[src/rtl/if_fetch_unit_pkg.sv]
// rtl/if_fetch_unit_pkg.sv - shared constants and FSM encoding for the fetch stage
package if_fetch_unit_pkg;

    localparam logic [31:0] DEFAULT_RESET_PC  = 32'h0000_0000;
    localparam logic [31:0] DEFAULT_NOP_INSTR = 32'h0000_0000;
    localparam logic [31:0] INSTR_BYTES       = 32'd4;

    typedef enum logic [1:0] {
        S_BOOT = 2'd0,
        S_REQ  = 2'd1,
        S_DROP = 2'd2
    } fetch_state_t;

    function automatic logic [31:0] word_align(input logic [31:0] addr);
        return addr & 32'hFFFF_FFFC;
    endfunction

endpackage

[src/rtl/if_fetch_unit_fetch_buffer.sv]
// rtl/if_fetch_unit_fetch_buffer.sv - one-entry instruction/PC holding buffer
module if_fetch_unit_fetch_buffer (
    input  logic        clk,
    input  logic        rst,
    input  logic        i_load,
    input  logic        i_consume,
    input  logic        i_flush,
    input  logic [31:0] i_instr,
    input  logic [31:0] i_pc,
    output logic        o_valid,
    output logic [31:0] o_instr,
    output logic [31:0] o_pc
);

    logic        r_valid;
    logic [31:0] r_instr;
    logic [31:0] r_pc;

    // Flush beats load, load beats consume: a load on a consume edge refills it.
    always_ff @(posedge clk or posedge rst) begin
        if (rst) begin
            r_valid <= 1'b0;
            r_instr <= 32'h0;
            r_pc    <= 32'h0;
        end else if (i_flush) begin
            r_valid <= 1'b0;
        end else if (i_load) begin
            r_valid <= 1'b1;
            r_instr <= i_instr;
            r_pc    <= i_pc;
        end else if (i_consume) begin
            r_valid <= 1'b0;
        end
    end

    assign o_valid = r_valid;
    assign o_instr = r_instr;
    assign o_pc    = r_pc;

endmodule

[src/rtl/if_fetch_unit.sv]
// rtl/if_fetch_unit.sv - instruction fetch stage: PC, memory requests, redirect and wrong-path drop
module if_fetch_unit
    import if_fetch_unit_pkg::*;
#(
    parameter logic [31:0] RESET_PC  = DEFAULT_RESET_PC,
    parameter logic [31:0] NOP_INSTR = DEFAULT_NOP_INSTR
) (
    input  logic        clk,
    input  logic        rst,
    input  logic        hold,
    input  logic        redirect_en,
    input  logic [31:0] redirect_pc,
    output logic        imem_req,
    output logic [31:0] imem_addr,
    input  logic [31:0] imem_rdata,
    input  logic        imem_ready,
    output logic [31:0] instr_out,
    output logic [31:0] pc_plus4_out,
    output logic        fetch_valid
);

    fetch_state_t r_state;
    fetch_state_t w_state_nxt;
    logic [31:0]  r_pc;
    logic [31:0]  w_pc_nxt;
    logic [31:0]  r_drop_addr;
    logic [31:0]  w_drop_addr_nxt;
    logic         r_req_active;
    logic         w_req_active_nxt;

    logic         w_req;
    logic [31:0]  w_addr;
    logic         w_load;
    logic         w_consume;
    logic         w_can_accept;
    logic [31:0]  w_redirect_target;
    logic         w_buf_valid;
    logic [31:0]  w_buf_instr;
    logic [31:0]  w_buf_pc;

    assign w_redirect_target = word_align(redirect_pc);
    assign w_consume         = w_buf_valid && !hold;
    assign w_can_accept      = !w_buf_valid || !hold;

    always_ff @(posedge clk or posedge rst) begin
        if (rst) begin
            r_state      <= S_BOOT;
            r_pc         <= RESET_PC;
            r_drop_addr  <= RESET_PC;
            r_req_active <= 1'b0;
        end else begin
            r_state      <= w_state_nxt;
            r_pc         <= w_pc_nxt;
            r_drop_addr  <= w_drop_addr_nxt;
            r_req_active <= w_req_active_nxt;
        end
    end

    always_comb begin
        w_state_nxt      = r_state;
        w_pc_nxt         = r_pc;
        w_drop_addr_nxt  = r_drop_addr;
        w_req_active_nxt = r_req_active;
        w_load           = 1'b0;
        w_req            = 1'b0;
        w_addr           = r_pc;
        case (r_state)
            S_BOOT: begin
                w_state_nxt = S_REQ;
                if (redirect_en) begin
                    w_pc_nxt = w_redirect_target;
                end
            end
            S_REQ: begin
                w_req = r_req_active || w_can_accept;
                if (redirect_en) begin
                    w_pc_nxt         = w_redirect_target;
                    w_req_active_nxt = 1'b0;
                    // An unanswered request cannot be withdrawn; park it and swallow its data.
                    if (w_req && !imem_ready) begin
                        w_drop_addr_nxt = r_pc;
                        w_state_nxt     = S_DROP;
                    end
                end else if (w_req && imem_ready) begin
                    w_load           = 1'b1;
                    w_pc_nxt         = r_pc + INSTR_BYTES;
                    w_req_active_nxt = 1'b0;
                end else if (w_req) begin
                    w_req_active_nxt = 1'b1;
                end
            end
            S_DROP: begin
                w_req  = 1'b1;
                w_addr = r_drop_addr;
                if (redirect_en) begin
                    w_pc_nxt = w_redirect_target;
                end
                if (imem_ready) begin
                    w_state_nxt      = S_REQ;
                    w_req_active_nxt = 1'b0;
                end
            end
            default: begin
                w_state_nxt = S_BOOT;
            end
        endcase
    end

    if_fetch_unit_fetch_buffer u_fetch_buffer (
        .clk       (clk),
        .rst       (rst),
        .i_load    (w_load),
        .i_consume (w_consume),
        .i_flush   (redirect_en),
        .i_instr   (imem_rdata),
        .i_pc      (r_pc),
        .o_valid   (w_buf_valid),
        .o_instr   (w_buf_instr),
        .o_pc      (w_buf_pc)
    );

    assign imem_req     = w_req;
    assign imem_addr    = w_addr;
    assign fetch_valid  = w_buf_valid;
    assign instr_out    = w_buf_valid ? w_buf_instr : NOP_INSTR;
    assign pc_plus4_out = (w_buf_valid ? w_buf_pc : r_pc) + INSTR_BYTES;

endmodule
[config.mk]
export PLATFORM = sky130hd
export DESIGN_NAME = if_fetch_unit
export DESIGN_NICKNAME = d
export VERILOG_FILES = /design/src/rtl/if_fetch_unit_pkg.sv /design/src/rtl/if_fetch_unit_fetch_buffer.sv /design/src/rtl/if_fetch_unit.sv
export SDC_FILE = /design/constraint.sdc
export NUM_CORES = 1
export LEC_CHECK = 0
export BUFFER_PORTS_ARGS = -buffer_cell sky130_fd_sc_hd__buf_2
export CAP_MARGIN = 15
export CORE_ASPECT_RATIO = 1.75
export CORE_UTILIZATION = 54
export DETAILED_ROUTE_END_ITERATION = 12
export PLACE_DENSITY = 0.8
export SLEW_MARGIN = 20
export SYNTH_ARGS = -nofsm -noshare
export SYNTH_HDL_FRONTEND = slang
export SYNTH_SLANG_ARGS = --single-unit
[constraint.sdc]
create_clock -name clk -period 4.4 [get_ports clk]
set_input_delay 0.22 -clock clk [delete_from_list [all_inputs] [get_ports clk]]
set_output_delay 0.22 -clock clk [all_outputs]
set_load 0.05 [all_outputs]
# After elaboration in Yosys (flattened, before gate mapping)
# Cells that the tools add are included.
# totals
reg_bits,132
input_bits,69
out_inout_bits,98
wordCells,59
# classes
n_addsub,2
n_eq_ne,8
muxes,23
bitwise_logic,1
reduce_logical,18
# ops
op,count
32-bit two-way mux,6
"32-bit by 3-bit adder with 32-bit output, second input constant",2
32-bit one-hot mux with 2 select lines,1
3-bit AND reduction,4
1-bit two-way mux,10
2-bit two-way mux,3
"2-bit inequality test, second input constant",3
2-bit one-hot mux with 3 select lines,1
"4-bit inequality test, second input constant",1
1-bit one-hot mux with 2 select lines,2
2-bit nonzero test,2
1-bit logical AND,3
1-bit logical NOT,3
"3-bit inequality test, second input constant",1
3-bit nonzero test,1
"2-bit by 1-bit equality test with 1-bit output, second input constant",1
"2-bit equality test, second input constant",1
2-bit logical NOT,1
1-bit logical OR,2
"2-bit by 1-bit inequality test with 1-bit output, second input constant",1
2-bit AND reduction,1
2-bit OR reduction,1
1-bit inverter,1

# Longest topological paths before layout
# logic_depth
ltp_word,9
ltp_mapped,13
mapped_depth_nobuf,8

# Modules after synthesis
# From an unflattened synthesis, not the netlist that was laid out.
# hier_totals
hier_cells,740
hier_area_um2,7801.2
# modules_own_cells
module,instances,cells_per_inst,area_each_um2,seq_area_each_um2
if_fetch_unit,1,599,5056.1,1576.5
if_fetch_unit_fetch_buffer,1,141,2745.1,1626.6

# Worst setup path before layout
# Ideal clock, no wire load.
# synth_path
path_type,register to output
from,register u_fetch_buffer.r_valid (netlist: u_fetch_buffer.o_valid)
to,output pc_plus4_out[16]
arrival_time_ps,3998
path_slack_ps,182
stages_incl_launch_ff,14
path_buffers,6
path_cell_list,dfrtp_1 clkbuf_1 buf_2 clkbuf_1 buf_2 buf_2 mux2_2 ha_1 a21boi_0 and2_1 clkbuf_1 nand4_1 xor2_1 mux2i_1
# synth_between
elab_chain_len,2
# synth_rtl
element,line_no,rtl
from (decl),if_fetch_unit_fetch_buffer.sv:15,logic r_valid;
from (signal assigned),if_fetch_unit_fetch_buffer.sv:22,r_valid <= 1'b0;
from (signal assigned),if_fetch_unit_fetch_buffer.sv:26,r_valid <= 1'b0;
from (signal assigned),if_fetch_unit_fetch_buffer.sv:28,r_valid <= 1'b1;
32-bit two-way mux,if_fetch_unit.sv:126,assign pc_plus4_out = (w_buf_valid ? w_buf_pc : r_pc) + INSTR_BYTES;
32-bit by 3-bit adder with 32-bit output,if_fetch_unit.sv:126,
to (decl),if_fetch_unit.sv:18,"output logic [31:0] pc_plus4_out,"
# No other way between the ends.

# Worst setup path after layout
# layout_path
from,register u_fetch_buffer.r_valid (netlist: u_fetch_buffer.o_valid)
to,output pc_plus4_out[25]
# Same word-level chain as after synthesis.

==> results.txt <==
----------------------------------------------------
[Status]
  Status ... completed

[Clocking]
  Clock sinks ... 126
  Buffers from clock root to sink, at most ... 2
  TritonCTS clock tree ... done
  CTS buffer count ... 17
  Cts repair resizes ... 0
  Cell at the root of the clock tree ... sky130_fd_sc_hd__clkbuf_16
  Worst-Skew Late Latency ... 410 ps
  Post-CTS clock slew at the launch and capture registers of the worst setup and hold paths ... 60 ps
  Level count of the clock H-tree ... 4

[Synthesis]
  Xor and xnor fraction of the mapped netlist area ... 0.04296
  Mean instance size in the synthesized netlist ... 10.19 um2
  Number of synthesized flops with an enable pin ... 0
  #FFs+latches synth ... 126
  Mux share of post-synthesis cell area ... 0.2134
  Adder-cell share of the synthesized area ... 0.01023
  Post-synth top flop ... sky130_fd_sc_hd__dfrtp_1
  Syn. warnings ... 0
  Synth async-reset ratio ... 1.000
  Share of synthesized cell area in and, or, nand and nor gates ... 0.1504
  Main combinational cell family by area after synthesis ... multiplexers
  Mapped Area ... 7340 um2
  Post-synthesis instance total ... 720
  Synth unique cells ... 61
  Compound-gate portion of the synthesized area ... 0.1106
  Proportion of synthesized chip area in sequential cells ... 0.4296

[Timing]
  Max-slew violation total from the final report ... 0
  Number of endpoints failing setup at the final stage ... 0
  Slew HR ... 0.4310
  Unrepaired setup endpoints after global routing ... no
  Worst Hold Margin ... 38.39 ps
  Hold violation count in the final report ... 0
  Setup TNS ... 0 ps
  Top achievable clock speed ... 261.8 MHz
  Final critical-path required period ... 3820 ps
  Period utilisation layout ... 0.8683
  Worst Skew ... 9.137 ps
  Transition time at the pin with the least slew margin ... 853.4 ps

[Placement]
  Total placed cells including tap cells ... 1006
  HPWL after detailed placement ... 12570 um
  Placed cell area ... 8209 um2
  Number of input and output port buffers inserted ... 160
  RePlAce Congestion ... 0.8712

[Detailed routing]
  Total wirelength of the detailed-routed design ... 18090 um
  Via-per-instance ratio ... 5.896
  Total via count after detailed routing ... 6120
  Count of routing violations after the opening detailed-route iteration ... 394
  Pre-Repair DR Iteration Count ... 5
  Number of nets still failing antenna checks after routing ... 0
  Wire length per cell ... 17.43 um
  Drt drc ... 0

[Setup path]
  CP Cell Sequence ... and4_1, nand2_1, a221oi_2, nand3_1, or3b_1, xor2_1, buf_2
  Startpoint type of the worst setup path ... flip-flop
  Crit path capture type ... output pin
  Kind of cell adding the most delay to the critical path ... simple AND/OR/NAND/NOR gates
  Setup slack, reg-to-reg ... 1170 ps
  Critical Setup Path Class ... flip-flop to output pin
  Largest stage delay on the critical path ... 810 ps
  Data required time of the critical path ... 4180 ps
  Critical path buffers and inverters ... 1
  Maximum fanout encountered on the critical timing path ... 36
  Slowest stage cell, crit path ... sky130_fd_sc_hd__dfrtp_2
  WP data arrival ... 3600 ps

[Global route]
  Maximum number of pins on one net before global-route repair ... 67
  First-pass GRT wire length ... 28950 um
  Overall overflow remaining after global route ... 0
  Vias in the first global route ... 6018
  All-Layer GR Usage ... 0.2622
  Initial antenna violation count ... 0

[Floorplan]
  Initial standard-cell utilization of the core ... 0.5513
  CORE AREA ... 13310 um2
  Floorplan die area ... 14080 um2
  Width of the chip ... 90.13 um
  Die span in y ... 156.2 um
  Cell row count ... 56
  Number of ports placed on the die boundary ... 167

[Layout]
  Area taken by flip-flops and latches ... 3154 um2
  Synth-to-layout area growth ... 19.49%
  Fraction of final layout cells with drive strength greater than 1 ... 0.3796
  Post-route cell area ... 8770 um2
  Antenna Diode Count ... 0
  Post-layout nets ... 927
  Filler-free cell count of the finished design ... 1038
  Filler Cell Count ... 1116
  Combined area of the multi-input logic cells ... 3910 um2

[Power and ir drop]
  Worst IR Drop VDD ... 661.7 uV
  Total leakage power ... 3.718 nW
  Ratio of total power to cell area ... 879.3 nW/um2
  Final Total Pwr ... 0.007711 W

[Worst hold path]
  HP Class ... primary input to flip-flop

[Job]
  Number of max-cap violations ... 0

----------------------------------------------------
==> what timing repair did <==
item | in CTS | in global routing
endpoints found under the hold margin | 51 | 0
hold buffers | 1 | 0
buffers inserted | 0 | 0
==> layout by cell type, fill, tap and decap left out, drive strengths merged, types with 8 or more instances in the layout <==
cell type    n
nor2        22
a21oi       37
buf        170
and2        38
nand4       14
nand3       27
mux2       116
mux2i       26
inv         11
dfrtp      126
o21ai       40
and3         8
clkinv       8
clkbuf      20
nand2       59
xnor2       11
o22ai       10
xor2        25
==> synthesized netlist by cell type (3+ instances only) <==
| cell type | count | area [um2] |
|---|---|---|
| sky130_fd_sc_hd__and2_1 | 38 | 237.7 |
| sky130_fd_sc_hd__xnor2_1 | 11 | 96.34 |
| sky130_fd_sc_hd__nand3_1 | 27 | 135.1 |
| sky130_fd_sc_hd__mux2i_1 | 26 | 260.3 |
| sky130_fd_sc_hd__a21oi_1 | 37 | 185.2 |
| sky130_fd_sc_hd__a22oi_1 | 7 | 52.55 |
| sky130_fd_sc_hd__nor3_1 | 4 | 20.02 |
| sky130_fd_sc_hd__a211oi_1 | 3 | 22.52 |
| sky130_fd_sc_hd__a31oi_1 | 5 | 31.28 |
| sky130_fd_sc_hd__a21boi_0 | 3 | 22.52 |
| sky130_fd_sc_hd__and3_1 | 8 | 50.05 |
| sky130_fd_sc_hd__o22a_1 | 6 | 52.55 |
| sky130_fd_sc_hd__mux2_2 | 115 | 1295 |
| sky130_fd_sc_hd__ha_1 | 6 | 75.07 |
| sky130_fd_sc_hd__buf_1 | 5 | 18.77 |
| sky130_fd_sc_hd__nand2b_1 | 7 | 43.79 |
| sky130_fd_sc_hd__nand4_1 | 13 | 81.33 |
| sky130_fd_sc_hd__a311oi_1 | 3 | 26.28 |
| sky130_fd_sc_hd__buf_2 | 5 | 25.02 |
| sky130_fd_sc_hd__buf_4 | 5 | 37.54 |
| sky130_fd_sc_hd__xor2_1 | 25 | 219.0 |
| sky130_fd_sc_hd__inv_1 | 11 | 41.29 |
| sky130_fd_sc_hd__nand2_1 | 59 | 221.5 |
| sky130_fd_sc_hd__clkbuf_1 | 45 | 168.9 |
| sky130_fd_sc_hd__nor2_1 | 22 | 82.58 |
| sky130_fd_sc_hd__and4_1 | 3 | 26.28 |
| sky130_fd_sc_hd__dfrtp_1 | 126 | 3153 |
| sky130_fd_sc_hd__nand3b_1 | 5 | 37.54 |
| sky130_fd_sc_hd__nand4b_1 | 3 | 26.28 |
| sky130_fd_sc_hd__o22ai_1 | 10 | 62.56 |
| sky130_fd_sc_hd__o21ai_0 | 37 | 185.2 |
| sky130_fd_sc_hd__nor4_1 | 3 | 18.77 |
==> power breakdown <==
group / switching (W) / total [W] / internal, W
combinational: 0.00275 / 0.00411 / 0.00137
sequential: 0.000589 / 0.00230 / 0.00171
clock: 0.000503 / 0.00130 / 0.000797
total: 0.00384 / 0.00771 / 0.00387
==> logic make-up (layout without fill, tap and decap cells) <==
group,after synthesis,after routing
mux,142,142
compound gates,130,130
simple gates,205,205
buf+inv,74,215
xor+xnor,36,36
fa+ha+maj,6,6
other cells,1,4
flops,126,126
==> cell type report <==
cell class,count,area share
well taps,174,0.02483
clock inverters,11,0.01070
clock buffers,20,0.05208
flip-flops and latches,126,0.3597
repair buffers,171,0.1010
multi-input cells,523,0.4459
inverters,13,0.005850
==> sequential cells by signal, indices dropped and copies added (netlist names) <==
register	count
r_req_active	1
u_fetch_buffer.o_pc	30
r_pc	30
r_state	2
u_fetch_buffer.o_instr	32
u_fetch_buffer.o_valid	1
r_drop_addr	30
==> final timing paths <==
kind,from,cells after the start,end
worst max-delay path,u_fetch_buffer.o_valid$_DFFE_PP0P_,7,pc_plus4_out[25]
worst min-delay path,imem_rdata[10],2,u_fetch_buffer.o_instr[10]$_DFFE_PP0P_
worst max register to register,u_fetch_buffer.o_valid$_DFFE_PP0P_,8,r_pc[28]$_DFFE_PP0P_
worst min register to register,r_req_active$_DFFE_PP0P_,2,r_req_active$_DFFE_PP0P_
max in group asynchronous,rst,4,u_fetch_buffer.o_pc[17]$_DFFE_PP0P_
min in group asynchronous,rst,3,r_drop_addr[27]$_DFFE_PP0P_
==> routing by layer <==
layer,vias up,wire [um],GRT usage,share of wire
li1,2846,-,-,-
met1,2956,6845,0.2849,0.38
met2,262,9598,0.4740,0.53
met3,56,913,0.04762,0.050
met4,0,733,0.1544,0.041
met5,-,0,0,0
==> per-stage QoR <==
stage	utilization	setup WS [ps]
final	0.6587	579.6
after global routing	0.6587	342.9
after CTS	0.6587	579.5
after detailed placement	0.6166	1060
after global placement	0.6166	1039
after floorplan	-	182.1
Power figures use the tool's default switching activity.
